==> config.mk <==
export PLATFORM = sky130hd
export DESIGN_NAME = lcd_init_sequencer
export DESIGN_NICKNAME = d
export VERILOG_FILES = /design/src/rtl/lcd_seq_pkg.sv /design/src/rtl/lcd_init_rom.sv /design/src/rtl/lcd_init_sequencer.sv
export SDC_FILE = /design/constraint.sdc
export NUM_CORES = 1
export LEC_CHECK = 0
export BUFFER_PORTS_ARGS = -buffer_cell sky130_fd_sc_hd__buf_2
export CAP_MARGIN = 0
export CORE_UTILIZATION = 48
export CTS_CLUSTER_DIAMETER = 80
export DETAILED_ROUTE_END_ITERATION = 10
export PLACE_DENSITY = 0.74
export SLEW_MARGIN = 10
export SYNTH_ARGS = -nofsm -noshare
export SYNTH_HDL_FRONTEND = slang
export SYNTH_SLANG_ARGS = --single-unit
==> constraint.sdc <==
create_clock -name clk -period 10.1 [get_ports clk]
set_clock_uncertainty 0.1 [all_clocks]
set_input_delay 1.01 -clock clk [delete_from_list [all_inputs] [get_ports clk]]
set_output_delay 1.01 -clock clk [all_outputs]
set_load 0.05 [all_outputs]
==> src/rtl/lcd_seq_pkg.sv <==
// Shared constants for the LCD init sequencer: ROM entry layout, entry types and FSM states.
package lcd_seq_pkg;

  localparam int ENTRY_W   = 10;
  localparam int ROM_DEPTH = 16;
  localparam int PTR_W     = $clog2(ROM_DEPTH);

  localparam logic [1:0] T_CMD   = 2'b00;
  localparam logic [1:0] T_DATA  = 2'b01;
  localparam logic [1:0] T_DELAY = 2'b10;
  localparam logic [1:0] T_END   = 2'b11;

  typedef enum logic [2:0] {
    S_IDLE,
    S_FETCH,
    S_SEND,
    S_GAP,
    S_DELAY,
    S_READY,
    S_ERROR
  } state_t;

  function automatic logic [ENTRY_W-1:0] rom_entry(input logic [1:0] kind, input logic [7:0] payload);
    return {kind, payload};
  endfunction

endpackage

==> src/rtl/lcd_init_rom.sv <==
// Power-up sequence for the panel: combinational pointer-to-entry lookup.
module lcd_init_rom
  import lcd_seq_pkg::*;
(
  input  logic [PTR_W-1:0]   ptr,
  output logic [ENTRY_W-1:0] entry
);

  always_comb begin
    case (ptr)
      4'd0:    entry = rom_entry(T_CMD,   8'h01);  // software reset
      4'd1:    entry = rom_entry(T_DELAY, 8'd150);
      4'd2:    entry = rom_entry(T_CMD,   8'h11);  // sleep out
      4'd3:    entry = rom_entry(T_DELAY, 8'd255);
      4'd4:    entry = rom_entry(T_CMD,   8'h3A);  // pixel format
      4'd5:    entry = rom_entry(T_DATA,  8'h55);
      4'd6:    entry = rom_entry(T_CMD,   8'h29);  // display on
      default: entry = rom_entry(T_END,   8'h00);
    endcase
  end

endmodule

==> src/rtl/lcd_init_sequencer.sv <==
// Plays the ROM init sequence into the SPI LCD transmitter, then forwards host bytes.
// Optional SEND watchdog and ERROR state enabled by defining LCD_SEQ_TIMEOUT_EN.
module lcd_init_sequencer
  import lcd_seq_pkg::*;
#(
  parameter logic [7:0] CLK_DIV    = 8'h18,
  parameter int         DELAY_UNIT = 100000
`ifdef LCD_SEQ_TIMEOUT_EN
  , parameter int       TIMEOUT_CYCLES = 65535
`endif
) (
  input  logic       clk,
  input  logic       reset,
  input  logic       init_start,
  input  logic       wr_valid,
  input  logic       wr_dc,
  input  logic [7:0] wr_data,
  output logic       wr_ready,
  output logic       init_done,
  output logic       busy,
  output logic       err,
  output logic [9:0] spi_control,
  output logic [7:0] spi_data,
  input  logic       spi_valid
);

  localparam int CNT_W = $clog2(255 * DELAY_UNIT + 1);

  state_t             state_reg;
  logic [PTR_W-1:0]   ptr_reg;
  logic [CNT_W-1:0]   delay_cnt_reg;
  logic               dc_reg;
  logic               start_reg;
  logic               host_mode_reg;
  logic               valid_q_reg;
  logic               rise_reg;
  logic [ENTRY_W-1:0] entry;
  logic [1:0]         entry_kind;
  logic [7:0]         entry_payload;

  assign entry_kind    = entry[ENTRY_W-1 -: 2];
  assign entry_payload = entry[7:0];
  assign spi_control   = {CLK_DIV, dc_reg, start_reg};

  lcd_init_rom u_rom (
    .ptr   (ptr_reg),
    .entry (entry)
  );

`ifdef LCD_SEQ_TIMEOUT_EN
  localparam int WD_W = $clog2(TIMEOUT_CYCLES + 1);
  logic [WD_W-1:0] wd_reg;
  logic            err_reg;
  assign err = err_reg;
`else
  assign err = 1'b0;
`endif

  always_ff @(posedge clk or negedge reset) begin
    if (!reset) begin
      state_reg     <= S_IDLE;
      ptr_reg       <= '0;
      delay_cnt_reg <= '0;
      dc_reg        <= 1'b0;
      start_reg     <= 1'b0;
      host_mode_reg <= 1'b0;
      valid_q_reg   <= 1'b0;
      rise_reg      <= 1'b0;
      spi_data      <= 8'h00;
      wr_ready      <= 1'b0;
      init_done     <= 1'b0;
      busy          <= 1'b0;
`ifdef LCD_SEQ_TIMEOUT_EN
      wd_reg        <= '0;
      err_reg       <= 1'b0;
`endif
    end else begin
      // Registered edge: a level already high when SEND is entered never produces a pulse there.
      valid_q_reg <= spi_valid;
      rise_reg    <= spi_valid & ~valid_q_reg;
`ifdef LCD_SEQ_TIMEOUT_EN
      if (state_reg != S_SEND) wd_reg <= '0;
`endif
      case (state_reg)
        S_IDLE: begin
          if (init_start) begin
            ptr_reg       <= '0;
            host_mode_reg <= 1'b0;
            busy          <= 1'b1;
            state_reg     <= S_FETCH;
          end
        end
        S_FETCH: begin
          if (ptr_reg == PTR_W'(ROM_DEPTH - 1) || entry_kind == T_END) begin
            init_done     <= 1'b1;
            host_mode_reg <= 1'b1;
            busy          <= 1'b0;
            wr_ready      <= 1'b1;
            state_reg     <= S_READY;
          end else if (entry_kind == T_DELAY) begin
            delay_cnt_reg <= CNT_W'(entry_payload) * CNT_W'(DELAY_UNIT);
            state_reg     <= S_DELAY;
          end else begin
            spi_data  <= entry_payload;
            dc_reg    <= (entry_kind == T_DATA);
            start_reg <= 1'b1;
            state_reg <= S_SEND;
          end
        end
        S_SEND: begin
          if (rise_reg) begin
            start_reg <= 1'b0;
            state_reg <= S_GAP;
          end
`ifdef LCD_SEQ_TIMEOUT_EN
          else if (wd_reg == WD_W'(TIMEOUT_CYCLES - 1)) begin
            start_reg <= 1'b0;
            err_reg   <= 1'b1;
            state_reg <= S_ERROR;
          end else begin
            wd_reg <= wd_reg + WD_W'(1);
          end
`endif
        end
        S_GAP: begin
          if (host_mode_reg) begin
            busy      <= 1'b0;
            wr_ready  <= 1'b1;
            state_reg <= S_READY;
          end else begin
            ptr_reg   <= ptr_reg + PTR_W'(1);
            state_reg <= S_FETCH;
          end
        end
        S_DELAY: begin
          if (delay_cnt_reg == '0) begin
            ptr_reg   <= ptr_reg + PTR_W'(1);
            state_reg <= S_FETCH;
          end else begin
            delay_cnt_reg <= delay_cnt_reg - CNT_W'(1);
          end
        end
        S_READY: begin
          if (wr_valid) begin
            spi_data      <= wr_data;
            dc_reg        <= wr_dc;
            start_reg     <= 1'b1;
            host_mode_reg <= 1'b1;
            wr_ready      <= 1'b0;
            busy          <= 1'b1;
            state_reg     <= S_SEND;
          end
        end
        default: state_reg <= state_reg;  // ERROR is left only through reset
      endcase
    end
  end

endmodule

Word-level counts from Yosys, hierarchy flattened. Cells that the tools add are included.

Bits in registers: 48. Input port bits: 14. Output and inout port bits: 22. Word-level logic and storage cells: 104.

Add/subtract/negate cells: 2. Multipliers: 1. Eq/ne operators: 26. Muxes and demuxes: 40. Bitwise logic cells: 2. Reduce and logical (&&, ||, !) cells: 21.

Operators with widths (count): $mux 25 (3); $pmux 10 s7 (1); $pmux 25 s2 (1); $logic_not 25->1 (1); $sub 25x1->25 const B (1); $mux 8 (3); $ne 2x2->1 const B (11); $mux 3 (7); $mul 8x12->20 const B (1); $reduce_and 4->1 (5); $pmux 3 s6 (1); $pmux 8 s2 (1); $reduce_and 5->1 (3); $mux 1 (14); $eq 4x3->1 const B (3); $mux 4 (3); $pmux 4 s3 (1); $reduce_bool 3->1 (4); $pmux 1 s3 (3); $eq 4x2->1 const B (2); $eq 3x2->1 const B (2); $eq 3x3->1 const B (2); $reduce_bool 6->1 (1); $add 4x1->4 const B (1); 15 further kinds (17).

Logic depth before layout (Yosys ltp). Gate-level depths: netlist of run 1.

Word-level depth: 6. Gate-level depth with buffers: 21.

Modules after synthesis. A second synthesis of run 1 with hierarchy kept.

Cells, all modules: 489. Area, all modules: 4361.7 µm².

By module, submodules not included: lcd_init_sequencer (times used 1, cells each 465, area each 4195.3 µm², sequential area each 1201.2 µm²); lcd_init_rom (times used 1, cells each 24, area each 166.4 µm², sequential area each 0.0 µm²).

Least setup slack after synthesis of run 1. No wires, ideal clock.

Kind: flip-flop to flip-flop. Start point: register ptr_reg[1]. End point: register delay_cnt_reg[21]. Setup time: 0.149 ns. Data arrival time: 4.718 ns. Slack: 5.134 ns. Stages on the path, launching flop included: 22. Path buffers: 0. Period minus slack after synthesis: 4.966 ns. Cells stage by stage: dfrtp_1 inv_1 ha_1 o21ai_0 inv_1 a21oi_2 inv_1 a211oi_1 inv_1 ha_1 ha_1 inv_1 fa_1 inv_1 ha_1 ha_1 a211o_1 a21oi_1 a22oi_1 and4b_1 o31ai_1 o311ai_0.

Longest elaborated chain between the ends: 6.

RTL lines: start: declaration (RTL line lcd_init_sequencer.sv:30) `logic [PTR_W-1:0] ptr_reg;`; start signal: assignment (RTL line lcd_init_sequencer.sv:131) `ptr_reg <= ptr_reg + PTR_W'(1);`; start signal: assignment (RTL line lcd_init_sequencer.sv:137) `ptr_reg <= ptr_reg + PTR_W'(1);`; $eq 4x3->1, or another cell as far along (RTL line lcd_init_rom.sv:10) `case (ptr)`; $pmux 10 s7 (RTL line lcd_init_rom.sv:10); $mul 8x12->20 / $eq 2x2->1 (equally long branches) (RTL line lcd_init_sequencer.sv:101, lcd_init_sequencer.sv:94); $mux 25 / $logic_or 1x1->1 (equally long branches) (RTL line lcd_init_sequencer.sv:100, lcd_init_sequencer.sv:94); $mux 25 / $ne 2x2->1 (equally long branches); $pmux 25 s2 / $reduce_and 4->1 (equally long branches); end signal: assignment (RTL line lcd_init_sequencer.sv:101) `delay_cnt_reg <= CNT_W'(entry_payload) * CNT_W'(DELAY_UNIT);`; end signal: assignment (RTL line lcd_init_sequencer.sv:140) `delay_cnt_reg <= delay_cnt_reg - CNT_W'(1);`; end: declaration (RTL line lcd_init_sequencer.sv:31) `logic [CNT_W-1:0] delay_cnt_reg;`.

Parallel ways exist; a longest one is shown, timed or not. The select of a mux whose other input is x is not followed. A chain may end at the register's enable or synchronous reset.

Final worst setup path of run 1. Ends and elaborated chain as after synthesis.

==> impl_metrics.csv, run 1 <==
group,metric,value,unit
outcome,status,"finished, violations left",
outcome,violations,"DRC",
yosys,ys_ff_latch,48,
drt,drt-initial-drc-count,300,
yosys,synth_fa_ha_area_share,20.90,%
floorplan,die_h,97.82,µm
worst_setup_path,critPathCaptureType,"register",
floorplan,die_area,0.009568,mm²
drt,routed_wl,10410,µm
cts,ctsResizeCount,0,
layout,final_cells,619,
timing,hold_viol,0,
yosys,synth_cells,497,
yosys,synth_top_family_by_area,"compound AO/OA/AOI/OAI gates",
cts,clk_pin_slew,0.10,ns
drt,drcViolationCount,4,
cts,ctsLongestPathBuffers,2,
yosys,muxShareOfSynthArea,2.981,%
cts,cts_sinks,48,
yosys,synth_edf_count,0,
placed_design,dpl.cell_count,611,
floorplan,rows,34,
drt,routedWlPerCell,16.81,µm
worst_setup_path,start_kind,"register",
drt,vias_per_cell,6.158,
yosys,async_flop_share,100.0,%
placed_design,portBuffers,26,
placed_design,gp_congestion,0.9145,
grt,antenna_found_initial,0,
layout,largest_register_ffs,25,
cts,clk_latency,0.31,ns
timing,fin_crit_sh,57.59,%
worst_setup_path,crit_fanout,5,
timing,setup_viol,0,
yosys,seq_area_frac_synth,27.26,%
drt,vias,3812,
floorplan,io_pins,36,
cts,cts-root-buf,"clkbuf_8",
hold_path,min_to,"rise_reg",
timing,relSlewSlack,38.78,%
layout,n_antenna_cell,0,
grt,grt_pass1_wl,17750,µm
grt,grt_pass1_vias,3610,
hold_path,min_from,"valid_q_reg",
timing,tightest_slew,0.9088,ns
yosys,syn-cell-area,0.004407,mm²
layout,area_growth,6.218,%
yosys,synthSimpleGateAreaFrac,16.95,%
flow_run,maxCapViolations,0,
worst_setup_path,critPathRequiredTime,10.17,ns
cts,cts_hold_buf,0,
cts,h-tree-depth,2,
layout,drive_gt1_share,11.74,%
hold_path,hp-class,"register to register",
floorplan,die_x,97.82,µm
floorplan,initial_core_util,50.04,%
grt,grt_usage,22.73,%
cts,cts_tree,"done",
worst_setup_path,rrSetupSlack,4.28,ns
timing,setup-tns-final,0,ns
timing,drv_slew,0,
hold_path,min_path_cells,1,
cts,postCtsSetupRepairBufs,0,
yosys,syn_area_per_cell,8.867,µm²
yosys,yosys_most_used_dff,"dfrtp_1",
yosys,yosys_warnings,0,
worst_setup_path,crit_arrival,5.88,ns
worst_setup_path,r2r_start,"ptr_reg[1]",
timing,final.min_clock_period,5.817,ns
grt,grt_overflow_total,0,
cts,cts_made_buffers,5,
floorplan,core_area,0.008806,mm²
yosys,synth.distinct_cells,60,
drt,detail-route-antenna-nets,0,
worst_setup_path,rr_worst_depth,21,
worst_setup_path,timing.rr.end,"delay_cnt_reg[21]",
drt,dr.pass1.iters,8,
layout,nets,591,
timing,clock.fmax,0.1719,GHz
worst_setup_path,path_class,"register to register",
grt,grt_max_degree,49,
yosys,synth_compound_area_share,22.46,%
yosys,synth_xor_xnor_area_share,3.180,%
timing,rsz0062_at_grt,"false",
placed_design,hpwlAfterDp,8119,µm
==> worst max path at each step <==
stage / startpoint / endpoint / slack [ns] / cells after the start
finish: ptr_reg[1] / delay_cnt_reg[21] / 4.28 / 21
global route: ptr_reg[1] / delay_cnt_reg[24] / 3.76 / 21
CTS: ptr_reg[1] / delay_cnt_reg[21] / 4.36 / 21
floorplan: ptr_reg[1] / delay_cnt_reg[21] / 5.13 / 21
detailed placement: ptr_reg[1] / delay_cnt_reg[24] / 4.42 / 21
global placement: ptr_reg[1] / delay_cnt_reg[24] / 4.66 / 21
==> layout make-up <==
cell class | count | area, µm²
multi-input cells | 397 | 2968
clock buffers | 5 | 68.82
inverters | 29 | 108.9
repair buffers | 29 | 152.6
flip-flops and latches | 48 | 1201
clock inverters | 3 | 46.29
well taps | 108 | 135.1
fillers | 796 | 4125
==> layout by cell type, fill, tap and decap left out, drive strengths merged, types with 14 or more instances in the layout <==
cell type	count
dfrtp	48
a21oi	40
buf	29
o21ai	45
ha	56
inv	30
nor2	35
nand2	31
nor3	14
==> cells in the mapped netlist, drive strengths merged, types with 10 or more instances <==
master	instances	area, µm²
a21o	11	82.58
a21oi	40	204.0
buf	16	107.6
clkbuf	14	52.55
dfrtp	48	1201
fa	11	220.2
ha	56	700.7
inv	29	108.9
nand2	31	116.4
nand3	10	50.05
nor2	35	131.4
nor3	14	75.07
o21ai	45	225.2
xor2	10	87.58
==> routing by layer <==
layer  share of wire (%)  GRT usage, %
met5                   0             0
met2                  47         37.26
met1                  47         32.02
met4                 1.1         5.245
met3                 4.8         3.006
==> metrics by stage <==
| stage | utilization, % | hold WS, ns | area [µm²] | setup slack, ns |
|---|---|---|---|---|
| after global placement | 51.85 | 0.2867 | 4566 | 4.663 |
| final | 53.15 | 0.3015 | 4681 | 4.283 |
| after floorplan | - | 0.2777 | 4433 | 5.134 |
| after global routing | 53.15 | 0.3363 | 4681 | 3.758 |
| after CTS | 53.15 | 0.3084 | 4681 | 4.362 |
| after detailed placement | 51.85 | 0.2978 | 4566 | 4.415 |
==> critical path: stages, from the launching register on <==
cell      delay (ns)
dfrtp_1         0.40
inv_1           0.09
ha_1            0.24
o21ai_0         0.41
inv_1           0.20
a21oi_2         0.24
inv_1           0.18
a211oi_1        0.37
inv_1           0.18
ha_1            0.36
ha_1            0.28
inv_1           0.05
fa_1            0.47
inv_1           0.04
ha_1            0.29
ha_1            0.37
a211o_1         0.28
a21oi_1         0.19
a22oi_1         0.22
and4b_1         0.25
o31ai_1         0.28
o311ai_0        0.18
==> kinds of logic (layout without fill, tap and decap cells) <==
group | Yosys count | count (layout)
flip-flops | 48 | 48
AO/OA/AOI/OAI | 157 | 157
buffers and inverters | 59 | 66
multiplexers | 12 | 12
adder cells (fa/ha/maj) | 67 | 67
XOR/XNOR | 16 | 16
other | 2 | 9
AND/OR/NAND/NOR | 136 | 136
Power of run 1 is not shown: default switching activity piles up to over one toggle a cycle in this logic, so the estimate is an artifact.
==> run 2: changes to the inputs <==
--- a/config.mk
+++ b/config.mk
@@ -10,7 +10,7 @@
 export CORE_UTILIZATION = 48
 export CTS_CLUSTER_DIAMETER = 80
 export DETAILED_ROUTE_END_ITERATION = 10
-export PLACE_DENSITY = 0.74
+export PLACE_DENSITY = 0.77
 export SLEW_MARGIN = 10
 export SYNTH_ARGS = -nofsm -noshare
 export SYNTH_HDL_FRONTEND = slang
==> constraint.sdc (replaced) <==
create_clock -name clk -period 5 [get_ports clk]
set_clock_uncertainty 0.1 [all_clocks]
set_input_delay 0.5 -clock clk [delete_from_list [all_inputs] [get_ports clk]]
set_output_delay 0.5 -clock clk [all_outputs]
set_load 0.05 [all_outputs]
==> run 2 against run 1 <==
The run still ends with DRC left. Sequential share of layout area fell by 0.84 points. Cell area up 3.5%. Critical path depth shrank 1. Setup slack got worse by 4.1 ns. Wire length up 3.2%. Critical path type unchanged.
==> impl_metrics.csv, run 2 (same netlist as run 1, synthesis figures left out) <==
group,metric,value,unit
outcome,status,"finished, violations left",
outcome,violations,"DRC",
layout,seq_area,0.001202,mm²
hold_path,hp-class,"primary input to register",
layout,largest_register_ffs,25,
floorplan,io_pins,36,
grt,grt_pass1_vias,3662,
timing,fin_crit_sh,96.56,%
worst_setup_path,critPathRequiredTime,5.11,ns
cts,clk_pin_slew,0.10,ns
floorplan,die_area,0.009568,mm²
drt,drt-initial-drc-count,266,
drt,detail-route-antenna-nets,0,
timing,final.min_clock_period,4.828,ns
worst_setup_path,critPathCaptureType,"register",
placed_design,dpl.cell_count,623,
worst_setup_path,crit_fanout,5,
floorplan,rows,34,
cts,cts_sinks,48,
layout,n_antenna_cell,0,
layout,layout_commonest_cell,"ha_1",
cts,cts_tree,"done",
grt,grt_pass1_wl,17710,µm
drt,routedWlPerCell,16.99,µm
floorplan,die_x,97.82,µm
worst_setup_path,start_kind,"register",
cts,cts-root-buf,"clkbuf_8",
cts,ctsLongestPathBuffers,2,
layout,final_cells,632,
placed_design,portBuffers,26,
grt,grt_usage,22.80,%
cts,h-tree-depth,2,
worst_setup_path,crit_arrival,4.93,ns
flow_run,maxCapViolations,0,
worst_setup_path,path_class,"register to register",
drt,vias,3850,
drt,drcViolationCount,10,
layout,nets,604,
placed_design,gp_congestion,0.8746,
timing,rsz0062_at_grt,"false",
layout,area_growth,9.938,%
cts,cts_made_buffers,5,
grt,grt_overflow_total,0,
cts,clk_latency,0.31,ns
cts,cts_hold_buf,0,
layout,drive_gt1_share,16.22,%
timing,hold_viol,0,
drt,routed_wl,10740,µm
timing,drv_slew,0,
timing,tightest_slew,1.102,ns
layout,final.fill_count,777,
floorplan,initial_core_util,50.04,%
timing,clock.fmax,0.2071,GHz
floorplan,core_area,0.008806,mm²
layout,final_cell_mix,"55 x ha_1, 47 x dfrtp_1, 41 x o21ai_0",
timing,relSlewSlack,26.54,%
layout,multi_input_area,0.003033,mm²
timing,setup-tns-final,0,ns
drt,dr.pass1.iters,8,
drt,vias_per_cell,6.092,
timing,setup_viol,0,
grt,antenna_found_initial,0,
floorplan,die_h,97.82,µm
grt,grt_max_degree,49,
placed_design,hpwlAfterDp,8128,µm
[run 2: cell types whose count changed in the layout (fill, tap and decap cells not counted), moves of 2 or more]
| cell | delta |
|---|---|
| a211oi_1 | -2 |
| a21boi_1 | +2 |
| o21ai_0 | -4 |
| buf_4 | +13 |
| a21boi_0 | -2 |
| o21ai_1 | +3 |
[run 2: per-layer routing]
layer | GRT usage, % | share of wire, %
met2 | 37.81 | 49
met3 | 2.147 | 3.9
met5 | 0 | 0
met4 | 7.110 | 1.8
met1 | 31.62 | 46
[run 2: layout make-up]
cell class | count | share of cell area [%]
Clock buffer | 5 | 1.420
Clock inverter | 3 | 0.9556
Inverter | 29 | 2.247
Multi-Input combinational cell | 397 | 62.60
Sequential cell | 48 | 24.82
Tap cell | 108 | 2.789
Timing Repair Buffer | 42 | 5.165
[run 2: what timing repair did]
action                     CTS  global route
pin swaps                    1             2
gates resized for setup      6            13
setup endpoints to repair    9             9
setup buffers                0             1
[run 2: worst max-delay path: stages (launching register included)]
cell       delay [ns]
dfrtp_1          0.40
inv_1            0.09
ha_1             0.21
o21ai_2          0.14
inv_1            0.09
a21oi_2          0.13
inv_1            0.10
a211oi_4         0.29
buf_4            0.16
ha_1             0.24
ha_1             0.21
a21o_1           0.16
fa_1             0.44
ha_1             0.31
ha_1             0.28
a2111oi_2        0.37
o21ai_1          0.19
and2_1           0.19
o311a_1          0.32
o41ai_2          0.22
nor2_1           0.08
[run 2: worst paths after layout]
kind	slack, ns	endpoint	startpoint	depth (start not counted)
min in group asynchronous	0.29	delay_cnt_reg[7]	reset	1
min reg2reg	0.31	rise_reg	valid_q_reg	1
max	0.17	delay_cnt_reg[24]	ptr_reg[1]	20
max in group asynchronous	3.76	ptr_reg[2]	reset	1
min	0.19	valid_q_reg	spi_valid	1
max reg2reg	0.17	delay_cnt_reg[24]	ptr_reg[1]	20
[run 2: through the flow]
step / utilization [%] / instance area (µm²) / hold WS (ns) / worst slack [ns]
floorplan: - / 4433 / 0.1044 / 0.03371
global placement: 52.87 / 4656 / 0.2873 / -0.06372
detailed placement: 52.87 / 4656 / 0.2988 / -0.3431
CTS: 54.35 / 4786 / 0.1930 / 0.007128
global route: 55.02 / 4845 / 0.1929 / 0.002115
finish: 55.02 / 4845 / 0.1927 / 0.1720
Power of run 2 is left out for the same reason.
